--- config.mk ---
export PLATFORM = sky130hd
export DESIGN_NAME = piso_stream
export DESIGN_NICKNAME = d
export VERILOG_FILES = /design/src/rtl/piso_stream.sv
export SDC_FILE = /design/constraint.sdc
export NUM_CORES = 1
export LEC_CHECK = 0
export CAP_MARGIN = 20
export CORE_MARGIN = 2
export CORE_UTILIZATION = 25
export DETAILED_ROUTE_END_ITERATION = 10
export GPL_ROUTABILITY_DRIVEN = 1
export PLACE_DENSITY = 0.45
export RECOVER_POWER = 25
export SLEW_MARGIN = 20
export SYNTH_ARGS = -nofsm -noshare
export SYNTH_HDL_FRONTEND = slang
export SYNTH_SLANG_ARGS = --single-unit
--- constraint.sdc ---
create_clock -name i_clk -period 4.3 [get_ports i_clk]
set_input_delay 0.645 -clock i_clk [delete_from_list [all_inputs] [get_ports i_clk]]
set_output_delay 0.645 -clock i_clk [all_outputs]
set_load 0.05 [all_outputs]
--- src/rtl/piso_stream.sv ---
// piso_stream: parallel-in serial-out serialiser with a one-word hold
// buffer and valid/ready handshakes on both sides.
module piso_stream #(
   parameter int    DATA_WIDTH   = 8,
   parameter int    LANES        = 1,
   parameter string DO_MSB_FIRST = "true"
) (
   input  logic                  i_clk,
   input  logic                  i_s_rst_n,
   input  logic                  i_wr_en,
   output logic                  o_ready,
   input  logic [DATA_WIDTH-1:0] i_data,
   input  logic                  i_rd_en,
   output logic                  o_data_valid,
   output logic [LANES-1:0]      o_data,
   output logic                  o_first,
   output logic                  o_last
);

   localparam int BEATS = DATA_WIDTH / LANES;
   localparam int CW = (BEATS > 1) ? $clog2(BEATS) : 1;
   localparam logic [CW-1:0] LAST_CNT = CW'(BEATS - 1);
   localparam bit MSB_FIRST = (DO_MSB_FIRST == "true");

   typedef enum logic {
      IDLE,
      SHIFT
   } state_t;

   state_t                state_q, state_d;
   logic [DATA_WIDTH-1:0] shift_q, shift_d;
   logic [DATA_WIDTH-1:0] hold_q, hold_d;
   logic [CW-1:0]         cnt_q, cnt_d;
   logic                  hold_full_q, hold_full_d;

   logic                  valid;
   logic                  last;
   logic                  accept;
   logic                  consume;
   logic                  done;
   logic [LANES-1:0]      beat;
   logic [DATA_WIDTH-1:0] shifted;

   // The current beat always sits at the emitting end of the shifter.
   if (MSB_FIRST) begin : g_msb
      assign beat    = shift_q[DATA_WIDTH-1 -: LANES];
      assign shifted = shift_q << LANES;
   end else begin : g_lsb
      assign beat    = shift_q[LANES-1:0];
      assign shifted = shift_q >> LANES;
   end

   assign valid   = (state_q == SHIFT);
   assign last    = (cnt_q == LAST_CNT);
   assign o_ready = !hold_full_q && i_s_rst_n;
   assign accept  = i_wr_en && o_ready;
   assign consume = valid && i_rd_en;
   assign done    = consume && last;

   assign o_data_valid = valid;
   assign o_data       = valid ? beat : '0;
   assign o_first      = valid && (cnt_q == '0);
   assign o_last       = valid && last;

   always_comb begin
      state_d     = state_q;
      shift_d     = shift_q;
      hold_d      = hold_q;
      cnt_d       = cnt_q;
      hold_full_d = hold_full_q;
      unique case (state_q)
         IDLE: begin
            if (accept) begin
               shift_d = i_data;
               cnt_d   = '0;
               state_d = SHIFT;
            end
         end
         SHIFT: begin
            if (done) begin
               cnt_d = '0;
               if (hold_full_q) begin
                  shift_d     = hold_q;
                  hold_full_d = 1'b0;
               end else if (accept) begin
                  shift_d = i_data;
               end else begin
                  state_d = IDLE;
               end
            end else begin
               if (consume) begin
                  shift_d = shifted;
                  cnt_d   = cnt_q + CW'(1);
               end
               if (accept) begin
                  hold_d      = i_data;
                  hold_full_d = 1'b1;
               end
            end
         end
         default: state_d = IDLE;
      endcase
   end

   always_ff @(posedge i_clk) begin
      if (!i_s_rst_n) begin
         state_q     <= IDLE;
         shift_q     <= '0;
         hold_q      <= '0;
         cnt_q       <= '0;
         hold_full_q <= 1'b0;
      end else begin
         state_q     <= state_d;
         shift_q     <= shift_d;
         hold_q      <= hold_d;
         cnt_q       <= cnt_d;
         hold_full_q <= hold_full_d;
      end
   end

endmodule

==> out/metrics.yaml <==
cts_tree: "done"
crit_buf_inv: 3
arrival_ns: 2.49
hold_path_class: "reg -> reg"
ctsHoldBuffers: 0
num-fill-cells: 431
fmax_ghz: 0.3194
rsz0062_at_grt: "false"
slew-limit-headroom_pct: 42.05
grt_antenna_before_repair: 0
cap_violations: 0
p_leak_uw: 0.0004433
coreArea_um2: 3971
routed-via-count: 864
setup_viol: 0
max_stage_delay_ns: 0.81
syn_to_final_growth_pct: 22.57
cts_resized: 0
io_buffers: 16
synth-seq-cells: 21
nets: 142
cts.htree.levels: 1
hold_violations: 0
crit_family: "buffers and inverters"
gr-total-overflow: 0
ys_seq_area_share_pct: 40.78
clock_skew_ns: 0.001898
clock_path_buffers: 2
synth_area_um2: 1031
critPathRequiredTime_ns: 3.65
critPathSlowestCell: "clkdlybuf4s50_1"
power_density_nw_per_um2: 321.2
ys_warn_count: 0
worstSetupEndpointType: "primary output"
vias_per_cell: 4.909
crit_fanout: 15
tightest_slew_ns: 0.8654
crit_type: "in -> out"
cts_setup_buffers: 0
cts.sinks: 21
peakVddDrop_v: 0.0001288
grt_max_degree: 22
drive_gt1_share_pct: 7.937
drtIter0Drc: 85
status: "finished clean"
numCtsBuffers: 3
gp_congestion: 0.7569
finalSetupTns_ns: 0
wl_per_cell_um: 13.09
avgSynthCellArea_um2: 9.205
grtUsageTotal_pct: 11.61
finalWirelength_mm: 2.303
yosysUniqueCellTypes: 31
dieWidth_um: 68.22
clk_pin_slew_ns: 0.08
grt_pass1_wl_mm: 4.002
period_share_pct: 72.81
clock_latency_ns: 0.25
min_period_ns: 3.131
rows: 23
io_pins: 17
die-height_um: 68.22
finalMaxSlewViolations: 0
dp_hpwl_mm: 1.562
diodes: 0
start_kind: "input pin"
dieArea_um2: 4654
dr.pass1.iters: 6
synthesis.nets: 127
fin_util_pct: 31.82
clockRootBuffer: "clkbuf_8"
grt_pass1_vias: 847
synth_cells: 112
crit_chain: "dlygate4sd3_1 > inv_2 > nor2_1 > clkdlybuf4s50_1"
drc: 0
ant_nets: 0
start_util_pct: 25.96
## final timing paths
kind | from | end | slack, ns | cells past startpoint
worst min-delay path | shift_q[0] | shift_q[0] | 0.48 | 1
worst max-delay path | i_s_rst_n | o_ready | 1.17 | 4
worst min register to register | shift_q[0] | shift_q[0] | 0.48 | 1
worst max register to register | cnt_q[0] | hold_q[0] | 1.88 | 6
## per-stage QoR
| stage | setup slack, ns | cell area [um2] | hold WS (ns) | total power, uW | instances |
|---|---|---|---|---|---|
| after floorplan | 1.998 | 1031 | 0.4365 | 257.6 | 112 |
| after global placement | 1.273 | 1217 | 0.4567 | 283.3 | 172 |
| after detailed placement | 1.258 | 1217 | 0.4698 | 283.0 | 172 |
| after CTS | 1.238 | 1264 | 0.4903 | 413.3 | 176 |
| after global routing | 1.058 | 1264 | 0.5059 | 429.2 | 176 |
| final | 1.169 | 1264 | 0.4772 | 405.8 | 176 |
## power breakdown
part | internal (uW) | total (uW) | leakage, uW | switching, uW
sequential | 204 | 214 | 0.000171 | 10.4
clock | 64.4 | 128 | 0.0000255 | 63.4
combinational | 29.5 | 63.9 | 0.000247 | 34.4
## layout make-up
cell class	count	area, um2	area share, %
multi-input combinational	82	563.0	44.55
sequential	21	420.4	33.27
timing repair buffer	16	160.2	12.67
tap	50	62.56	4.951
clock buffer	3	41.29	3.267
inverter	3	11.26	0.8911
clock inverter	1	5.005	0.3960
## registers in the layout, indices dropped and copies added (netlist names)
signal and cells:
hold_full_q 1, o_data_valid 1, shift_q 8, cnt_q 3, hold_q 8
## cells in the final DEF, fill, tap and decap left out, types with 3 or more instances in the layout
cell and n:
mux2i_1 9, nand2_1 5, a221o_1 6, nor2_1 14
dfxtp_1 21, clkdlybuf4s50_1 14, clkbuf_8 3, a21oi_1 10
nand2b_1 7, nand3_1 8, ha_1 3
## layer usage
layer	track usage, %	vias to the layer above	routed length (um)
met1	16.02	411	1142
met5	0	-	0
met2	17.84	23	1040
li1	-	428	-
met4	4.500	0	14
met3	2.138	2	105
## cells in the mapped netlist, drive strengths merged
library cell / instances / share of area [%]
and2: 2 / 1.2
nand3b: 1 / 0.73
a221o: 6 / 5.8
nand2: 6 / 2.4
a22oi: 2 / 1.5
and3: 1 / 0.61
o21a: 3 / 2.9
nand3: 8 / 3.9
nor3b: 2 / 1.9
mux2i: 9 / 8.7
a31oi: 1 / 0.61
a21oi: 10 / 4.9
inv: 3 / 1.1
nor3: 2 / 0.97
clkbuf: 2 / 0.73
buf: 4 / 2.8
a211o: 1 / 0.85
a311oi: 1 / 0.85
dfxtp: 21 / 41
nand2b: 8 / 5.6
a211oi: 1 / 1.9
o21ai: 1 / 0.48
ha: 3 / 3.6
nor2: 14 / 5.1
## logic make-up (layout without fill, tap and decap cells)
family / after synthesis / count (layout) / share of synthesized area, %
mux: 9 / 9 / 8.738
simple gates: 44 / 44 / 22.45
fa+ha+maj: 3 / 3 / 3.641
flops: 21 / 21 / 40.78
buf+inv: 9 / 23 / 4.612
compound gates: 26 / 26 / 19.78
No activity file was read; power rests on OpenSTA's default activity.
